`src/rtl/shift_pla_inverse.sv`:
```
// Two-stage streaming decoder that inverts the shift-based tanh PLA activation code.
// Optional error counter enabled by defining SHIFT_PLA_INV_ERRCNT_EN.
module shift_pla_inverse #(
  parameter int W_IN  = 16,
  parameter int W_OUT = 16,
  parameter int OUT_I = 4,
  parameter int CNT_W = 8
) (
  input  logic             clock,
  input  logic             resetn,
  input  logic             in_valid,
  output logic             in_ready,
  input  logic [W_IN-1:0]  in_code,
  output logic             out_valid,
  input  logic             out_ready,
  output logic [W_OUT-1:0] out_x,
  output logic             out_sat,
  output logic             out_err,
  input  logic             cnt_clr,
  output logic [CNT_W-1:0] err_cnt
);

  localparam int OUT_F = W_OUT - OUT_I;
  localparam int FR_W  = W_IN - 1;
  localparam int R_W   = $clog2(W_IN);
  localparam int unsigned POS_MAX = (1 << (OUT_I - 1)) - 1;
  localparam int unsigned NEG_MAX = (1 << (OUT_I - 1));
  localparam logic [R_W-1:0] RUN_FULL = R_W'(FR_W);
  localparam logic [W_OUT-1:0] POS_BOUND = {1'b0, {(W_OUT-1){1'b1}}};
  localparam logic [W_OUT-1:0] NEG_BOUND = {1'b1, {(W_OUT-1){1'b0}}};

  // Stage 1 state
  logic            s1_valid;
  logic            s1_sign;
  logic [FR_W-1:0] s1_frac;
  logic [R_W-1:0]  s1_run;

  logic            s2_adv;
  logic [FR_W-1:0] norm;
  logic [R_W-1:0]  run_cnt;
  logic            run_done;

  assign s2_adv   = !out_valid || out_ready;
  assign in_ready = !s1_valid || s2_adv;

  // Negative codes count leading zeros: fold them onto a leading-ones count.
  assign norm = in_code[W_IN-2:0] ^ {FR_W{in_code[W_IN-1]}};

  always_comb begin
    run_cnt  = '0;
    run_done = 1'b0;
    for (int unsigned i = 0; i < FR_W; i++) begin
      if (!run_done && norm[FR_W-1-i]) run_cnt = run_cnt + R_W'(1);
      else                             run_done = 1'b1;
    end
  end

  // Stage 2 assembly
  logic [R_W:0]          sh_amt;
  logic [FR_W-1:0]       shifted;
  logic [FR_W+OUT_F-1:0] wide;
  logic [OUT_F-1:0]      frac;
  logic [R_W-1:0]        half;
  int unsigned           half_u;
  logic [OUT_I-1:0]      mag;
  logic [OUT_I-1:0]      int_field;
  logic                  parity_err;
  logic                  full;
  logic                  clamp;
  logic [W_OUT-1:0]      nx_x;
  logic                  nx_sat;
  logic                  nx_err;

  always_comb begin
    sh_amt     = {1'b0, s1_run} + (R_W+1)'(1);
    shifted    = s1_frac << sh_amt;
    wide       = {shifted, {OUT_F{1'b0}}};
    frac       = wide[FR_W+OUT_F-1 -: OUT_F];
    half       = s1_run >> 1;
    half_u     = 32'(half);
    mag        = OUT_I'(half);
    int_field  = s1_sign ? (~mag + OUT_I'(1)) : mag;
    parity_err = s1_sign ? s1_run[0] : !s1_run[0];
    full       = (s1_run == RUN_FULL);
    clamp      = s1_sign ? (half_u > NEG_MAX) : (half_u > POS_MAX);
    nx_x       = {int_field, frac};
    nx_sat     = 1'b0;
    nx_err     = parity_err;
    if (full) begin
      nx_x   = s1_sign ? NEG_BOUND : POS_BOUND;
      nx_sat = 1'b1;
      nx_err = 1'b0;
    end else if (clamp) begin
      nx_x   = s1_sign ? NEG_BOUND : POS_BOUND;
      nx_sat = 1'b1;
    end
  end

  always_ff @(posedge clock or negedge resetn) begin
    if (!resetn) begin
      s1_valid  <= 1'b0;
      s1_sign   <= 1'b0;
      s1_frac   <= '0;
      s1_run    <= '0;
      out_valid <= 1'b0;
      out_x     <= '0;
      out_sat   <= 1'b0;
      out_err   <= 1'b0;
    end else begin
      if (in_ready) begin
        s1_valid <= in_valid;
        if (in_valid) begin
          s1_sign <= in_code[W_IN-1];
          s1_frac <= in_code[W_IN-2:0];
          s1_run  <= run_cnt;
        end
      end
      if (s2_adv) begin
        out_valid <= s1_valid;
        if (s1_valid) begin
          out_x   <= nx_x;
          out_sat <= nx_sat;
          out_err <= nx_err;
        end
      end
    end
  end

`ifdef SHIFT_PLA_INV_ERRCNT_EN
  logic [CNT_W-1:0] err_cnt_q;

  always_ff @(posedge clock or negedge resetn) begin
    if (!resetn) begin
      err_cnt_q <= '0;
    end else if (cnt_clr) begin
      err_cnt_q <= '0;
    end else if (out_valid && out_ready && out_err && (err_cnt_q != '1)) begin
      err_cnt_q <= err_cnt_q + CNT_W'(1);
    end
  end

  assign err_cnt = err_cnt_q;
`else
  logic unused_cnt_clr;
  assign unused_cnt_clr = cnt_clr;
  assign err_cnt        = '0;
`endif

endmodule
```
`config.mk`:
```
export PLATFORM = sky130hd
export DESIGN_NAME = shift_pla_inverse
export DESIGN_NICKNAME = d
export VERILOG_FILES = /design/src/rtl/shift_pla_inverse.sv
export SDC_FILE = /design/constraint.sdc
export NUM_CORES = 1
export LEC_CHECK = 0
export CORE_MARGIN = 4
export CORE_UTILIZATION = 50
export DETAILED_ROUTE_END_ITERATION = 16
export GPL_TIMING_DRIVEN = 0
export PLACE_DENSITY_LB_ADDON = 0.05
export RECOVER_POWER = 100
export SLEW_MARGIN = 20
export SYNTH_ARGS = -nofsm -noshare
export SYNTH_HDL_FRONTEND = slang
export SYNTH_SLANG_ARGS = --single-unit
```
`constraint.sdc`:
```
create_clock -name clock -period 2.5 [get_ports clock]
set_input_delay 0.375 -clock clock [delete_from_list [all_inputs] [get_ports clock]]
set_output_delay 0.375 -clock clock [all_outputs]
set_load 0.005 [all_outputs]
```
---- After elaboration in Yosys (flattened, before gate mapping) ----
Cells that the tools add are included.
word-level totals
  flip-flop bits (word level) ............. 40
  input bits .............................. 21
  output and inout port bits .............. 28
cells by class
  $add $sub $neg .......................... 16
  $lt $le $gt $ge ......................... 2
  equality and inequality tests ........... 1
  shifts and indexed selects .............. 1
  muxes and demuxes ....................... 38
  bitwise operators ....................... 2
  reductions and logical operators ........ 34
operators with widths
  cell                                                number
  adder 4 x 1 -> 4 bit, second input constant         14
  two-way mux 4 bit                                   14
  two-way mux 16 bit                                  3
  two-way mux 1 bit                                   20
  logical NOT 1 bit                                   16
  left shift 15 x 5 -> 15 bit                         1
  XOR 15 bit                                          1
  logical AND 1 bit                                   14
  adder 4 x 1 -> 5 bit, second input constant         1
  == test 4 bit, second input constant                1
  > comparator 3 x 4 -> 1 bit, second input constant  1
  inverter 3 -> 4 bit                                 1
  AND reduction 2 bit                                 2
  > comparator 3 bit, second input constant           1
  adder 1 x 1 -> 2 bit, second input constant         1
  logical OR 1 bit                                    2
  two-way mux 2 bit                                   1

---- Logic depth before layout (Yosys ltp) ----
Gate-level depths: netlist of run 1.
  word-level depth ........................ 42
  depth in mapped cells ................... 33
  depth with buffers taken out ............ 29

---- Worst setup path after synthesis of run 1 ----
Ideal clock, no wire load.
  path type ............................... input -> register
  start ................................... input port in_code[15]
  end ..................................... register s1_run[2]
  setup time .............................. 125 ps
  arrival ................................. 6226 ps
  path slack .............................. -3851 ps
  stages .................................. 32
  path buffers ............................ 4
  cells stage by stage .................... buf_2 buf_1 buf_1 or2b_1 o22ai_1 ha_1 a21o_1 and2_0 clkbuf_1 ha_1 nand3_1 o21ai_0 a221oi_1 ha_1 o31ai_1 ha_1 and2_1 o31ai_1 ha_1 o221ai_1 and3_1 ha_1 nand2_1 o211ai_1 o21ai_0 a211oi_1 a21o_1 ha_1 nand2_1 xnor2_1 xnor2_1 mux2_2
on the way
  word-level cells in the longest chain between the ends .. 42
  elaborated cells on any way between the ends .. 71
RTL lines
  what                                                                           RTL line  text
  start, declared                                                                13        input logic [W_IN-1:0] in_code,
  XOR 15 bit *                                                                   47        assign norm = in_code[W_IN-2:0] ^ {FR_W{in_code[W_IN-1]}};
  parallel branches: the longest is 40 deep, another holds adder 4 x 1 -> 4 bit  --
  two-way mux 4 bit *                                                            53        if (!run_done && norm[FR_W-1-i]) run_cnt = run_cnt + R_W'(1);
  end signal, assigned                                                           115       s1_run <= run_cnt;
  end, declared                                                                  36        logic [R_W-1:0] s1_run;
Every way passes the cells marked *.
A chain may end at the register's enable or synchronous reset.

---- Final worst setup path of run 1 ----
Ends and elaborated chain as after synthesis.

==> impl_results.md, run 1 <==
- FF+latch count, synth: 40
- Min Clock Period, post-route: 5616 ps
- First-pass GRT wire length: 14280 um
- M1 GR Usage: 0.2438
- Initial antenna violation count: 0
- Die footprint: 0.008407 mm2
- Max Fclk: 0.1781 GHz
- H-tree lvl count: 2
- Worst-skew pair later-pin latency: 290 ps
- Post-Layout Inst Area: 0.004474 mm2
- CP max stage cell: a221oi_2
- Synthesis-to-finish area growth: 27.76%
- DIE HEIGHT: 91.69 um
- Worst-case vdd ir drop: 0.0002130 V
- Syn Inst Count: 417
- Pre-CTS setup slack: -4168 ps
- CTS tree: done
- Final-stage net count: 520
- # rows: 30
- Max Cap Violations: 0
- WL per Instance: 14.40 um
- Vias per inst: 5.525
- GR Util met2: 0.3828
- RSZ-0062 raised after global routing: yes
- Setup TNS: -8914 ps
- Ant diodes: 0
- Slew Viols, Final: 0
- Setup ws final: -3116 ps
- Leak: 1.967 nW
- Critical Path Start Type: input pin
- FF/Latch Area: 0.001001 mm2
- Initial DRC count: 96
- Post-route DRC: 0
- Core ar.: 0.006794 mm2
- Seq/Total Area, Yosys: 0.2858
- Mapped Avg Cell Area: 8.398 um2
- Slew @ Worst Pin: 1122 ps
- Clk root buf: clkbuf_8
- Crit path from: in_code[15]
- Commonest cells after routing, fill and taps aside: nand2_1 (51), dfrtp_1 (40), o21ai_0 (32), buf_4 (27), nor2_1 (27)
- Status: finished with violations
- Worst Hold Class: input pin to async pin
- Worst Path Required: 2680 ps
- Primary FF master, synth: dfrtp_1
- Yosys cell types: 64
- Skew final: 2.750 ps
- Final Hold Vio Count: 0
- Crit Path Category: input pin to register
- Met3 GRT Util: 0.02461
- Grt peak-use layer: met2
- HPWL after DPL: 6549 um
- I/O pin count: 49
- Critical Path AT: 5790 ps
- Clock Path Buffers: 2
- Placer congestion estimate: 0.8543
- Die Wd: 91.69 um
- Final WL: 8364 um
- Multi-input gate area: 0.002541 mm2
- Ys Warns: 0
- FF-to-FF Start: s1_run[0]
- Synthesized area: 0.003502 mm2
- Synth async-reset ratio: 1.000
- Global route overflow: 0
- Number of synthesized flops with an enable pin: 0
- Largest net degree at the start of global routing: 23
- Initial core utilization: 0.5155
- Slew margin rel.: 0.2517
- Clock transition at path regs: 70 ps
- Vias in the first global route: 3128
- CP max FO: 3
- Routed Antenna Nets: 0
- Pre-antenna DRT Iters: 4
- Area post-placement: 0.004131 mm2
- FILL cells: 610
- GRT Overall Usage: 0.2056
- Ratio of cells with drive above 1 in the final layout: 0.2227
- Most common cell after layout, fill and taps aside: nand2_1
- Crit. End Element: register
- Cell Pwr Density: 535.1 mW/mm2
- Final setup vio count: 4
- Failing checks: setup timing
- Inserted Clock Buffers: 5
- Tcrit/Tclk final: 2.246
- Port buffer count: 36
- CP peak stage delay: 330 ps
- DR vias: 3210
- Clock sink count: 40
[worst paths after layout]
check / endpoint / slack (ps) / cells past startpoint
worst max-delay path: s1_run[2] / -3120 / 34
worst min-delay path: out_x[1] / 210 / 1
worst max register to register: out_x[8] / 190 / 8
worst min register to register: out_x[15] / 470 / 2
max in group asynchronous: s1_run[0] / 760 / 2
min in group clock: s1_frac[11] / 450 / 2
[cell type report]
| type | count | share of cell area |
|---|---|---|
| plain buffers | 29 | 0.04027 |
| inverters | 12 | 0.01007 |
| multi-input cells | 341 | 0.5680 |
| repair buffers | 55 | 0.1110 |
| well taps | 96 | 0.02685 |
| flip-flops and latches | 40 | 0.2237 |
| clock buffers | 8 | 0.02013 |
[sequential cells by signal (all words and copies together) (netlist names)]
register and cells:
s1_run 4, out_sat 1, out_err 1, s1_sign 1, s1_valid 1, out_x 16, s1_frac 15, out_valid 1
[logic make-up (layout without fill, tap and decap cells)]
group                      Yosys count  in the layout  share of synthesized area
and+or+nand+nor                    142            142                     0.1969
AOI/OAI and AO/OA                  112            112                     0.2058
muxes                               45             45                     0.1422
buffers and inverters               43            104                    0.05680
DFF                                 40             40                     0.2858
xor gates and xnor gates            19             19                    0.05788
adders and majority gates           15             15                    0.05359
other                                1              8                   0.001071
[per-stage QoR]
stage	cells	power [mW]	hold slack, ps	util
2_1_floorplan	424	1.541	79.41	-
3_3_place_gp	556	1.905	462.9	0.6048
3_5_place_dp	557	1.929	354.9	0.6081
4_1_cts	579	2.410	36.15	0.6492
5_1_grt	581	2.582	309.3	0.6586
6_report	581	2.394	209.8	0.6586
[Yosys cell counts, types with 3 or more instances]
| library cell | count | area, um2 |
|---|---|---|
| dfrtp_1 | 40 | 1001 |
| o22a_1 | 4 | 35.03 |
| xnor2_1 | 9 | 78.83 |
| nand3b_1 | 5 | 37.54 |
| and2_1 | 8 | 50.05 |
| o22ai_1 | 8 | 50.05 |
| mux2i_1 | 16 | 160.2 |
| nor2b_1 | 5 | 31.28 |
| ha_1 | 15 | 187.7 |
| a211oi_1 | 9 | 67.56 |
| o211ai_1 | 3 | 22.52 |
| buf_1 | 5 | 18.77 |
| nand3_1 | 6 | 30.03 |
| nand2b_1 | 11 | 68.82 |
| clkbuf_1 | 14 | 52.55 |
| nand2_1 | 56 | 210.2 |
| nor2_1 | 28 | 105.1 |
| a311oi_1 | 4 | 35.03 |
| o21ai_0 | 39 | 195.2 |
| mux2_2 | 28 | 315.3 |
| a21oi_1 | 20 | 100.1 |
| o31ai_1 | 5 | 37.54 |
| nor3_1 | 7 | 35.03 |
| buf_2 | 3 | 15.01 |
| buf_4 | 9 | 67.56 |
| inv_1 | 11 | 41.29 |
| xor2_1 | 7 | 61.31 |
[critical path, delay by kind of cell]
| family | cells | cell delay, ps |
|---|---|---|
| AO/OA/AOI/OAI | 10 | 1750 |
| adder cells (fa/ha/maj) | 6 | 1350 |
| AND/OR/NAND/NOR | 7 | 910 |
| XOR/XNOR | 2 | 280 |
| buffers and inverters | 8 | 850 |
| multiplexers | 1 | 270 |
[layer usage]
layer / routed length (um) / up-vias
li1: - / 1621
met1: 3568 / 1511
met2: 4374 / 63
met3: 248 / 15
met4: 173 / 0
met5: 0 / -
[where the power goes]
part	switching (mW)	total (mW)	internal [mW]
sequential	0.0773	0.854	0.777
combinational	0.549	1.11	0.557
clock	0.210	0.435	0.225
[what timing repair did]
action                                  in CTS  in global routing
buffers inserted                            16                  2
hold endpoints to repair                     0                  0
gates resized for setup                     34                 16
hold buffers                                 0                  0
pin swaps                                   23                 20
endpoints found under the setup margin      13                 12
No activity file was read; power rests on OpenSTA's default activity.
==> inputs of run 2 (changes only) <==
- GPL_TIMING_DRIVEN: 0 -> 1
==> impl_results.md, run 2 (same netlist as run 1, synthesis figures left out) <==
- Critical Path AT: 5470 ps
- Dpl cells: 614
- First-pass GRT wire length: 15170 um
- I/O pin count: 49
- Worst Hold Class: input pin to register
- DIE HEIGHT: 91.69 um
- Critical Path Start Type: input pin
- Setup TNS: -8136 ps
- Min Clock Period, post-route: 5297 ps
- Worst-case vdd ir drop: 0.0002199 V
- Crit. End Element: register
- Slew margin rel.: -0.2960
- Initial core utilization: 0.5155
- Ant diodes: 0
- Initial DRC count: 126
- Max reg flops: 16
- Worst-skew pair later-pin latency: 280 ps
- Most flops, register: out_x
- Skew final: 3.364 ps
- CP max stage cell: mux2_2
- Final WL: 9272 um
- Clk root buf: clkbuf_8
- CP max FO: 4
- RSZ-0062 raised after global routing: yes
- Most common cell after layout, fill and taps aside: buf_4
- H-tree lvl count: 2
- Largest net degree at the start of global routing: 41
- Clock transition at path regs: 70 ps
- Slew @ Worst Pin: 1944 ps
- Routed Antenna Nets: 0
- Vias in the first global route: 3353
- Biggest registers after layout: out_x: 16 flops, s1_frac: 15 flops, s1_run: 4 flops
- HPWL after DPL: 6908 um
- CTS tree: done
- Failing checks: capacitance limit, slew limit, setup timing
- Port buffer count: 39
- GRT Overall Usage: 0.2187
- Cell Pwr Density: 497.9 mW/mm2
- Pre-antenna DRT Iters: 4
- Non-Filler Instances: 638
- Status: finished with violations
- Ratio of cells with drive above 1 in the final layout: 0.3413
- Die footprint: 0.008407 mm2
- Final-stage net count: 577
- Global route overflow: 0
- Die Wd: 91.69 um
- Setup ws final: -2797 ps
- Initial antenna violation count: 0
- CTS Hold Bufs: 0
- Inserted Clock Buffers: 5
- WL per Instance: 14.53 um
- Top cell by count, worst path: ha_4
- Post-route DRC: 0
- Final Hold Vio Count: 0
- # rows: 30
- Commonest cells after routing, fill and taps aside: buf_4 (97), nand2_1 (52), dfrtp_1 (40), o21ai_0 (32)
- Max Cap Violations: 1
- Vias per inst: 5.451
- Placer congestion estimate: 0.9330
- Crit Path Category: input pin to register
- DR vias: 3478
- Max Fclk: 0.1888 GHz
- CP peak stage delay: 290 ps
- Leak: 2.284 nW
- Tcrit/Tclk final: 2.119
- Final setup vio count: 5
- Slew Viols, Final: 41
- Core ar.: 0.006794 mm2
- Clock Path Buffers: 2
- Synthesis-to-finish area growth: 43.12%
- Clock sink count: 40
- Worst Path Required: 2670 ps
run 2: what timing repair did:
action,CTS,global route
setup buffers,15,1
cloned,0,0
pin swaps,26,21
gates resized for setup,53,16
setup endpoints to repair,4,4
run 2: worst max-delay path, delay by kind of cell:
kind            cells  cell delay [ps]
mux                 2              550
fa+ha+maj           5             1220
compound gates      9             1210
simple gates        9             1300
buf+inv             4              530
xor+xnor            2              270
run 2: per-layer routing:
| layer | GRT usage | up-vias | part of all wire |
|---|---|---|---|
| met1 | 0.2556 | 1635 | 0.42 |
| li1 | - | 1736 | - |
| met4 | 0.07054 | 0 | 0.020 |
| met2 | 0.4145 | 90 | 0.53 |
| met3 | 0.02297 | 17 | 0.036 |
| met5 | 0 | - | 0 |
run 2: where the power goes:
group	leakage, nW	switching [mW]	internal, mW
clock	0.0455	0.200	0.225
combinational	1.75	0.571	0.643
sequential	0.488	0.0799	0.777
run 2: layout make-up:
class	count	area, um2
inverters	12	45.04
multi-input cells	341	2594
clock buffers	8	90.09
fillers	503	1782
flip-flops and latches	40	1001
well taps	96	120.1
repair buffers	141	1162
run 2: worst paths after layout:
kind	start	endpoint	slack [ps]	depth (start not counted)
worst max-delay path	in_code[15]	s1_run[2]	-2800	31
worst min-delay path	in_code[14]	s1_frac[14]	460	3
worst max register to register	s1_run[1]	out_x[8]	0	11
worst min register to register	out_x[9]	out_x[9]	470	2
max in group asynchronous	resetn	s1_frac[6]	760	1
min in group asynchronous	resetn	out_valid	630	1
run 2: per-stage QoR:
stage / worst slack [ps] / cell area, um2 / hold WS (ps) / total power [mW] / util
5_1_grt: -3033 / 5012 / 464.6 / 2.689 / 0.7378
3_5_place_dp: -3726 / 4612 / 469.5 / 2.047 / 0.6788
2_1_floorplan: -3159 / 3628 / 79.41 / 1.541 / -
4_1_cts: -2872 / 4935 / 212.1 / 2.525 / 0.7263
6_report: -2797 / 5012 / 463.9 / 2.496 / 0.7378
3_3_place_gp: -3394 / 4612 / 462.0 / 2.017 / 0.6788
==> inputs of run 3 (changes only) <==
--- a/config.mk
+++ b/config.mk
@@ -7,6 +7,7 @@
 export LEC_CHECK = 0
 export CORE_MARGIN = 4
-export CORE_UTILIZATION = 50
+export CORE_UTILIZATION = 59
 export DETAILED_ROUTE_END_ITERATION = 16
+export DONT_BUFFER_PORTS = 1
 export GPL_TIMING_DRIVEN = 1
 export PLACE_DENSITY_LB_ADDON = 0.05
==> constraint.sdc (replaced) <==
create_clock -name clock -period 2.5 [get_ports clock]
set_input_delay 0.75 -clock clock [delete_from_list [all_inputs] [get_ports clock]]
set_output_delay 0.75 -clock clock [all_outputs]
set_load 0.005 [all_outputs]
==> impl_results.md, run 3 (same netlist as run 1, synthesis figures left out) <==
- Port buffer count: 0
- Switching Power: 783.1 uW
- Routed Antenna Nets: 0
- Setup TNS: -8782 ps
- Most flops, register: out_x
- Critical Path Start Type: input pin
- Post-route DRC: 0
- Top cell by count, worst path: ha_4
- CTS tree: done
- Setup ws final: -2938 ps
- DR vias: 3173
- Smallest hold slack: 151.2 ps
- HPWL after DPL: 6495 um
- Flop pwr share: 0.390
- Clk root buf: clkbuf_8
- Post-Route Utilization: 0.7756
- Worst Path Required: 2670 ps
- I/O pin count: 49
- FF-to-FF End: out_x[11]
- Net Sw Frac: 0.3462
- Worst Hold Class: input pin to async pin
- Die Wd: 85.05 um
- Comb pwr share: 0.420
- GRT Overall Usage: 0.2364
- Ant diodes: 0
- FF-to-FF Start: s1_run[1]
- CP max FO: 7
- Biggest registers after layout: out_x: 16 flops, s1_frac: 15 flops, s1_run: 4 flops
- Max Fclk: 0.1839 GHz
- Min Clock Period, post-route: 5438 ps
- Total design power: 2.262 mW
- Crit. End Element: register
- Slew Viols, Final: 0
- Failing checks: setup timing
- # rows: 27
- H-tree lvl count: 2
- Clock transition at path regs: 70 ps
- WL per Instance: 15.42 um
- Commonest cells after routing, fill and taps aside: buf_4 (71), nand2_1 (53), dfrtp_1 (40), o21ai_0 (32), mux2_2 (26)
- Inserted Clock Buffers: 5
- Clock Path Buffers: 2
- Max Cap Violations: 0
- Final setup vio count: 4
- Ratio of cells with drive above 1 in the final layout: 0.3180
- DIE HEIGHT: 85.05 um
- Slew @ Worst Pin: 578.8 ps
- CP max stage cell: ha_1
- Die footprint: 0.007233 mm2
- Slew margin rel.: 0.6128
- Placer congestion estimate: 0.8794
- Worst reg2reg path depth: 10
- Status: finished with violations
- Initial antenna violation count: 0
- Cell Pwr Density: 517.0 mW/mm2
- Crit Path Category: input pin to register
- Vias in the first global route: 3176
- Clock sink count: 40
- Global route overflow: 0
- Tcrit/Tclk final: 2.175
- Synthesis-to-finish area growth: 24.94%
- Pre-antenna DRT Iters: 4
- Final Hold Vio Count: 0
- First-pass GRT wire length: 14320 um
- Final-stage net count: 513
- Largest net degree at the start of global routing: 41
- Worst-skew pair later-pin latency: 280 ps
- Clock share of power: 0.190
- Pre-CTS setup slack: -3439 ps
- Worst-case vdd ir drop: 0.0003886 V
- Most common cell after layout, fill and taps aside: buf_4
- Core ar.: 0.005642 mm2
- Final WL: 8481 um
- Initial DRC count: 148
- Skew final: 5.428 ps
- Critical Path AT: 5610 ps
- Max reg flops: 16
- Vias per inst: 5.769
- Leak: 1.971 nW
- Flop-to-flop setup slack: 40 ps
- CP peak stage delay: 330 ps
- RSZ-0062 raised after global routing: yes
- Int Pwr: 1.479 mW
- Initial core utilization: 0.6208
==> run 3: routing by layer <==
metal,track usage,vias up,part of all wire
met2,0.4294,66,0.51
met5,0,-,0
met4,0.07194,0,0.018
met1,0.2857,1496,0.43
met3,0.03592,13,0.040
li1,-,1598,-
==> run 3: how the worst max path moves through the flow <==
stage,from,end,slack [ps],cells after the start
2_1_floorplan,in_code[15],s1_run[2],-3530,32
3_3_place_gp,in_code[13],s1_run[2],-3230,28
3_5_place_dp,in_code[13],s1_run[2],-3440,29
4_1_cts,in_code[14],s1_run[2],-2980,28
5_1_grt,in_code[14],s1_run[2],-3220,28
6_report,in_code[14],s1_run[2],-2940,30
==> run 3: final cells by class <==
| cell class | instances | area, um2 |
|---|---|---|
| tap | 72 | 90.09 |
| multi-input combinational | 341 | 2564 |
| fill | 413 | 1266 |
| sequential | 40 | 1001 |
| timing repair buffer | 77 | 585.6 |
| clock buffer | 8 | 90.09 |
| inverter | 12 | 45.04 |
==> run 3: worst max-delay path, delay by kind of cell <==
family                   cells  cell delay (ps)
multiplexers                 2              520
adder cells (fa/ha/maj)      6             1540
AND/OR/NAND/NOR              9             1080
XOR/XNOR                     2              290
buffers and inverters        1              150
AO/OA/AOI/OAI               10             1270
==> run 3: repair_timing <==
item,in CTS,in global routing
pin swaps,19,22
hold buffers,0,0
resized for setup,20,17
setup buffers,6,5
setup endpoints to repair,4,5
==> run 3: through the flow <==
step                instances  instance area (um2)
finish                    550                 4375
global route              550                 4375
CTS                       545                 4273
detailed placement        531                 4051
global placement          531                 4051
floorplan                 424                 3646
==> run 3: power by group through the flow <==
stage	clock [mW]	sequential [mW]	combinational, mW
6_report	0.429	0.882	0.950
4_1_cts	0.435	0.885	0.928
5_1_grt	0.461	0.901	1.06
3_5_place_dp	0	0.899	0.893
3_3_place_gp	0	0.890	0.870
2_1_floorplan	0	0.866	0.676
